==> config.mk <==
export PLATFORM = sky130hd
export DESIGN_NAME = uart_tx_flat
export DESIGN_NICKNAME = d
export VERILOG_FILES = /design/src/rtl/uart_tx_if.sv /design/src/rtl/uart_tx.sv /design/src/flat_wrapper.sv
export SDC_FILE = /design/constraint.sdc
export NUM_CORES = 1
export LEC_CHECK = 0
export BUFFER_PORTS_ARGS = -buffer_cell sky130_fd_sc_hd__buf_2
export CAP_MARGIN = 0
export CORE_MARGIN = 2
export CORE_UTILIZATION = 30
export CTS_CLUSTER_SIZE = 28
export DETAILED_ROUTE_END_ITERATION = 6
export HOLD_SLACK_MARGIN = 0.05
export PLACE_DENSITY_LB_ADDON = 0.15
export SLEW_MARGIN = 20
export SYNTH_ARGS = -nofsm -noshare
export SYNTH_HDL_FRONTEND = slang
export SYNTH_SLANG_ARGS = --single-unit
==> constraint.sdc <==
create_clock -name clk -period 4.1 [get_ports clk]
set_clock_uncertainty 0.1 [all_clocks]
set_input_delay 0.82 -clock clk [delete_from_list [all_inputs] [get_ports clk]]
set_output_delay 0.82 -clock clk [all_outputs]
set_load 0.005 [all_outputs]
==> src/rtl/uart_tx_if.sv <==
// Byte-stream handshake and serial line bundle for uart_tx.
// The master offers bytes; the slave (the transmitter) drives ready, done and the line.
interface uart_tx_if;
  logic       tx_valid;
  logic [7:0] tx_byte;
  logic       tx_ready;
  logic       tx_done;
  logic       tx;

  modport master (
    output tx_valid,
    output tx_byte,
    input  tx_ready,
    input  tx_done,
    input  tx
  );

  modport slave (
    input  tx_valid,
    input  tx_byte,
    output tx_ready,
    output tx_done,
    output tx
  );
endinterface

==> src/rtl/uart_tx.sv <==
// 8-bit UART transmitter (8N1, or 8E1 when UART_TX_PARITY_EN is defined).
// Each line bit is held for CLK_HZ/BAUD clocks; tx_done marks the last clock of the stop bit.
module uart_tx #(
  parameter int CLK_HZ = 12000000,
  parameter int BAUD   = 115200
) (
  input logic      clk,
  input logic      rst_n,
  uart_tx_if.slave bus
);

  localparam int CLKS_PER_BIT = CLK_HZ / BAUD;
  localparam int CNT_W        = (CLKS_PER_BIT > 1) ? $clog2(CLKS_PER_BIT) : 1;

  localparam logic [CNT_W-1:0] CNT_LAST = CNT_W'(CLKS_PER_BIT - 1);
  localparam logic [CNT_W-1:0] CNT_PRE  = CNT_W'(CLKS_PER_BIT - 2);

  generate
    if (CLKS_PER_BIT < 2) begin : g_bad_rate
      $error("uart_tx: CLK_HZ/BAUD must be at least 2");
    end
  endgenerate

  typedef enum logic [2:0] {
    ST_IDLE   = 3'd0,
    ST_START  = 3'd1,
    ST_DATA   = 3'd2,
`ifdef UART_TX_PARITY_EN
    ST_PARITY = 3'd3,
`endif
    ST_STOP   = 3'd4
  } state_t;

  state_t           state_q;
  logic [CNT_W-1:0] cnt_q;
  logic [2:0]       idx_q;
  logic [7:0]       byte_q;
  logic             tx_q;
  logic             done_q;

  // Ready is purely a function of state, so it drops on the acceptance edge itself.
  assign bus.tx_ready = (state_q == ST_IDLE);
  assign bus.tx       = tx_q;
  assign bus.tx_done  = done_q;

  always_ff @(posedge clk or negedge rst_n) begin
    if (!rst_n) begin
      state_q <= ST_IDLE;
      cnt_q   <= '0;
      idx_q   <= '0;
      byte_q  <= '0;
      tx_q    <= 1'b1;
      done_q  <= 1'b0;
    end else begin
      done_q <= 1'b0;
      case (state_q)
        ST_IDLE: begin
          tx_q  <= 1'b1;
          cnt_q <= '0;
          idx_q <= '0;
          if (bus.tx_valid) begin
            byte_q  <= bus.tx_byte;
            tx_q    <= 1'b0;
            state_q <= ST_START;
          end
        end

        ST_START: begin
          if (cnt_q == CNT_LAST) begin
            cnt_q   <= '0;
            idx_q   <= '0;
            tx_q    <= byte_q[0];
            state_q <= ST_DATA;
          end else begin
            cnt_q <= cnt_q + 1'b1;
          end
        end

        ST_DATA: begin
          if (cnt_q == CNT_LAST) begin
            cnt_q <= '0;
            // Index wraps 7 -> 0 here; leaving DATA on index 7 prevents a ninth bit.
            idx_q <= idx_q + 3'd1;
            if (idx_q == 3'd7) begin
`ifdef UART_TX_PARITY_EN
              tx_q    <= ^byte_q;
              state_q <= ST_PARITY;
`else
              tx_q    <= 1'b1;
              state_q <= ST_STOP;
`endif
            end else begin
              tx_q <= byte_q[idx_q + 3'd1];
            end
          end else begin
            cnt_q <= cnt_q + 1'b1;
          end
        end

`ifdef UART_TX_PARITY_EN
        ST_PARITY: begin
          if (cnt_q == CNT_LAST) begin
            cnt_q   <= '0;
            tx_q    <= 1'b1;
            state_q <= ST_STOP;
          end else begin
            cnt_q <= cnt_q + 1'b1;
          end
        end
`endif

        ST_STOP: begin
          tx_q <= 1'b1;
          if (cnt_q == CNT_LAST) begin
            cnt_q   <= '0;
            state_q <= ST_IDLE;
          end else begin
            cnt_q <= cnt_q + 1'b1;
            // Registered, so asserting one count early lands the pulse on the final stop clock.
            if (cnt_q == CNT_PRE) begin
              done_q <= 1'b1;
            end
          end
        end

        default: begin
          tx_q    <= 1'b1;
          cnt_q   <= '0;
          state_q <= ST_IDLE;
        end
      endcase
    end
  end

endmodule

==> src/flat_wrapper.sv <==
// flat-port wrapper written by rule: the top's interface ports become plain ports
module uart_tx_flat 
#(
  parameter int CLK_HZ = 12000000,
  parameter int BAUD   = 115200
)
  (clk, rst_n, bus_tx_valid, bus_tx_byte, bus_tx_ready, bus_tx_done, bus_tx);
  uart_tx_if bus_i ();
  input logic clk;
  input logic rst_n;
  input wire logic [$bits(bus_i.tx_valid)-1:0] bus_tx_valid;
  input wire logic [$bits(bus_i.tx_byte)-1:0] bus_tx_byte;
  output wire logic [$bits(bus_i.tx_ready)-1:0] bus_tx_ready;
  output wire logic [$bits(bus_i.tx_done)-1:0] bus_tx_done;
  output wire logic [$bits(bus_i.tx)-1:0] bus_tx;
  assign bus_i.tx_valid = bus_tx_valid;
  assign bus_i.tx_byte = bus_tx_byte;
  assign bus_tx_ready = bus_i.tx_ready;
  assign bus_tx_done = bus_i.tx_done;
  assign bus_tx = bus_i.tx;
  uart_tx #(.CLK_HZ(CLK_HZ), .BAUD(BAUD)) u_core (.clk(clk), .rst_n(rst_n), .bus(bus_i));
endmodule
# Word level (Yosys, flattened, before mapping)
# Index checks and enable logic that the tools add are counted.
# op_classes
n_addsub	2
order_cmp	1
eq_ne	11
mux	20
reduce_logical	7
# op_table
cell	count
$mux 3	6
$eq 7x7->1 const B	2
$mux 7	2
$pmux 3 s4	1
$pmux 3 s3	1
$mux 1	8
$ne 2x1->1 const B	4
$add 7x1->7 const B	1
$eq 3x3->1 const B	2
$reduce_and 5->1	1
$lt 3x4->1 const B	1
$reduce_and 2->1	2
$add 3x1->3 const B	1
$bmux 1 s3	1
$eq 3x1->1 const B	1
$eq 3x2->1 const B	1
$logic_not 3->1	1
$pmux 1 s3	1
$reduce_and 3->1	1
$reduce_bool 3->1	1
$reduce_or 3->1	1
$ne 2x2->1 const B	1
# word_totals
reg_bits	23
inputBits	11
output_inout_bits	3
wordCells	47

# Longest topological paths before layout
# logic_depth
word_depth	6
mapped_depth	6
depth_no_buf	6

# Worst setup path after synthesis
# OpenSTA, ideal clock, no wires.
# synth_path
path_type	register to register
from	register u_core.cnt_q[3]
to	register u_core.idx_q[0]
setup_time_ns	0.125
arrival_time_ns	1.793
required_time_ns	3.875
slack_ns	2.082
stages_incl_launch_ff	7
path_buffers	2
period_less_slack_ns	2.018
path_cell_list	dfrtp_1 -> or3b_1 -> buf_2 -> or2_1 -> clkbuf_2 -> a211o_1 -> mux2_4
# synth_between
elab_chain_cells	3
elab_cells_between_ends	4
classes_between	eq/ne (3); reduce/logical (1)
# synth_rtl
item	line	text
start, declared	uart_tx.sv:35	logic [CNT_W-1:0] cnt_q;
start signal, assigned	uart_tx.sv:75	cnt_q <= cnt_q + 1'b1;
start signal, assigned	uart_tx.sv:96	cnt_q <= cnt_q + 1'b1;
start signal, assigned	uart_tx.sv:118	cnt_q <= cnt_q + 1'b1;
$eq 7x7->1 (*)	uart_tx.sv:69, uart_tx.sv:80	
$ne 2x1->1 (no line)	--	
$reduce_and 3->1 (no line) (*)	--	
end signal, assigned	uart_tx.sv:83	idx_q <= idx_q + 3'd1;
end, declared	uart_tx.sv:36	logic [2:0] idx_q;
# Mark *: on every way between the ends. The rest lies on a longest branch, timed or not.
# A chain may end at the register's enable or synchronous reset.

# Final worst setup path
# layout_path
from	register u_core.state_q[0]
to	output bus_tx_ready
# layout_between
elab_chain_cells	1
# layout_rtl
item	line	text
start, declared	uart_tx.sv:34	state_t state_q;
start signal, assigned	uart_tx.sv:48	state_q <= ST_IDLE;
start signal, assigned	uart_tx.sv:64	state_q <= ST_START;
start signal, assigned	uart_tx.sv:73	state_q <= ST_DATA;
$logic_not 3->1	uart_tx.sv:42	assign bus.tx_ready = (state_q == ST_IDLE);
end, declared	flat_wrapper.sv:13	output wire logic [$bits(bus_i.tx_ready)-1:0] bus_tx_ready;
# No other way between the ends.

==> key figures <==
Clocking
  • Sink Count: 23
  • Clk pin slew, worst setup/hold paths: 0.08 ns
  • Post-CTS Hold Fix Bufs: 0
  • Post-CTS Setup Repair Bufs: 0
  • Longest Clk Path Bufs: 2
  • Resized cells post-CTS: 0
  • CTS Buf Count: 3
  • Htree depth: 1
  • Clock Latency Late Sink: 0.26 ns
  • CTS tree: yes
  • Root buffer cell: clkbuf_8

Detailed routing
  • DR vias/cell: 5.05
  • Routed length per instance: 13.5 um
  • Detailed-route DRC error count: 0
  • First-pass DRT Iterations: 4
  • Drt total wl: 2260 um
  • Vias: between 800 and 900
  • Antenna Violating Nets Remaining: 0
  • DR iter-0 viols: 42

Synthesis
  • Syn Nets: between 100 and 150
  • Syn_area_per_cell: between 10 and 15 um^2
  • Post-synthesis sequential area ratio: roughly half
  • Netlist cell types: 41
  • Gate Count Post-Synth: 109
  • Top-count cell post-synth: dfrtp_1
  • Async set or reset register ratio after synthesis: 100%
  • EDFF count, synth: 0
  • FF+latch count, synth: 23
  • Top_reg_cell synth: dfrtp_1
  • Area share of the largest cell type after synthesis: 46.5%
  • Post-synth top cells: 22 x dfrtp_1, 13 x nor2_1, 9 x mux2_2
  • YS warnings: 0
  • Synth area leader: dfrtp_1
  • Post-synthesis cell area: 0.00118 mm^2
  • Largest cells by area after synthesis: dfrtp_1 46%, mux2_2 8.6%, ha_1 4.2%

Global route
  • All-Layer GR Usage: a little under an eighth
  • Largest net degree at the start of global routing: 24
  • First-pass GRT wire length: 3950 um
  • Grt ovf: 0
  • Initial antenna violation count: 0
  • Vias in the first global route: 818

Floorplan
  • Area of the die: 0.00447 mm^2
  • Core area: 0.00372 mm^2
  • Row count: 22
  • Height of the die: 66.8 um
  • Top Ports: 14
  • DIE WIDTH: 66.8 um
  • Initial Util: 31.9%

Timing
  • # setup viols final: 0
  • Pins over their slew limit: 0
  • Max-slew headroom: about 54%
  • Worst Slack Setup Final: around 2 ns
  • Tmin final: 2.15 ns
  • Final hold vios: 0
  • Final TNS setup: 0 ns
  • Tcrit/Tclk final: 52.5%
  • Setup repair after global routing missed its margin: false
  • Worst-Margin Slew: slightly below 0.7 ns
  • Fmax: 465 MHz

Final layout
  • Register area: 577 um^2
  • Final #Nets: 136
  • Antenna fix cells: 0
  • Area Growth Syn to Fin: 12.4%
  • Layout cells sized above 1: 25.0%
  • Fillers: 384
  • Final Cell Area: about 0.0013 mm^2
  • Area of the multi-input gates: 579 um^2

Worst setup path
  • Critical Path Sink Type: output port
  • Critical path class: reg -> out
  • WP buf/inv: 1
  • CP arrival: 1.23 ns
  • Crit path max-delay family: flip-flops
  • Required @ worst endpoint: around 3.2 ns
  • Startpoint types: flip-flop
  • Critical Path Slowest Stage Cell: dfrtp_1
  • CP cell instances: nor3_1 -> buf_2
  • Worst-path fanout max: 15
  • Worst path max stage delay: 0.53 ns

Run status
  • Status: finished, final reports clean

Pwr
  • Cell area power density: between 500 and 600 mW/mm^2
  • Max rail drop VDD: approximately 0.25 mV
  • Lkg Pwr: 0.598 nW

Place
  • Placer Congestion: 0.750
  • IO Port Bufs: 13
  • DP Wirelength: 1660 um
  • Placed Area: approximately 0.0013 mm^2
  • Dpl ws: 2.03 ns

Run
  • Maxcap violations: 0

Worst hold path
  • Hold WC Path Type: reg -> reg
[cells in the final DEF (no fill, tap or decap), drive strengths merged]
cell type / n
nor3: 6
a22o: 2
and2: 1
nand2b: 1
nor2b: 3
a31oi: 2
ha: 4
nand2: 4
dfstp: 1
nor3b: 1
a21o: 1
dfrtp: 22
o22a: 1
or3b: 1
mux2: 10
mux2i: 1
mux4: 1
o21ai: 5
or2b: 1
nor2: 13
nand4: 1
clkinv: 1
xor2: 3
a32oi: 1
a32o: 1
inv: 1
a211o: 1
nand3: 3
or2: 2
o221ai: 1
clkbuf: 3
buf: 13
a21oi: 1
a2111oi: 1
and4b: 1
and3: 1
and2b: 1
o31a: 1
xnor2: 2
[state kept, by name (all words and copies together), names as in the netlist]
| register | cells |
|---|---|
| u_core.bus.tx | 1 |
| u_core.bus.tx_done | 1 |
| u_core.byte_q | 8 |
| u_core.idx_q | 3 |
| u_core.state_q | 3 |
| u_core.cnt_q | 7 |
[final timing paths]
kind                       slack [ns]  cells after the start              start               to
setup / recovery                 1.95                      2  u_core.state_q[0]     bus_tx_ready
hold / removal                   0.38                      1    u_core.cnt_q[0]  u_core.cnt_q[0]
max in group asynchronous        3.12                      1              rst_n    u_core.bus.tx
min in group asynchronous        0.42                      1              rst_n  u_core.cnt_q[4]
setup reg to reg                 2.03                      6    u_core.idx_q[0]    u_core.bus.tx
hold reg to reg                  0.38                      1    u_core.cnt_q[0]  u_core.cnt_q[0]
[layer usage]
metal	routed length, um	vias to the layer above	GRT usage (%)
met5	0	-	0
met4	40	0	4.59
met3	119	5	2.53
met2	949	21	17.4
met1	1150	408	17.0
li1	-	415	-
[cell families (layout without fill, tap and decap cells)]
| logic type | count (synthesis) | count (layout) | synth area share, % |
|---|---|---|---|
| and+or+nand+nor | 40 | 40 | 17.4 |
| DFF | 23 | 23 | 48.7 |
| AOI/OAI and AO/OA | 18 | 18 | 11.0 |
| muxes | 12 | 12 | 12.6 |
| buffers and inverters | 7 | 18 | 2.43 |
| xor gates and xnor gates | 5 | 5 | 3.70 |
| adders and majority gates | 4 | 4 | 4.22 |
[where the power goes]
| group | total (mW) | leakage [nW] | switching, mW | internal (mW) |
|---|---|---|---|---|
| Sequential | 0.388 | 0.288 | 0.0747 | 0.313 |
| Combinational | 0.232 | 0.285 | 0.101 | 0.131 |
| Clock | 0.139 | 0.0255 | 0.0713 | 0.0678 |
| Total | 0.759 | 0.598 | 0.247 | 0.511 |
[area by class of cell]
type | instances | share of cell area, %
Timing Repair Buffer | 13 | 4.89
Sequential cell | 23 | 43.3
Multi-Input combinational cell | 79 | 43.5
Inverter | 1 | 0.282
Clock buffer | 3 | 3.10
Clock inverter | 1 | 0.376
Tap cell | 48 | 4.51
[per-stage QoR]
stage / utilization (%) / total power, mW / cells / hold slack (ns)
2_1_floorplan: - / 0.564 / 109 / 0.343
3_3_place_gp: 34.6 / 0.624 / 164 / 0.363
3_5_place_dp: 34.6 / 0.627 / 164 / 0.375
4_1_cts: 35.8 / 0.771 / 168 / 0.388
5_1_grt: 35.8 / 0.824 / 168 / 0.423
6_report: 35.8 / 0.759 / 168 / 0.382
No activity file was read; power rests on OpenSTA's default activity.
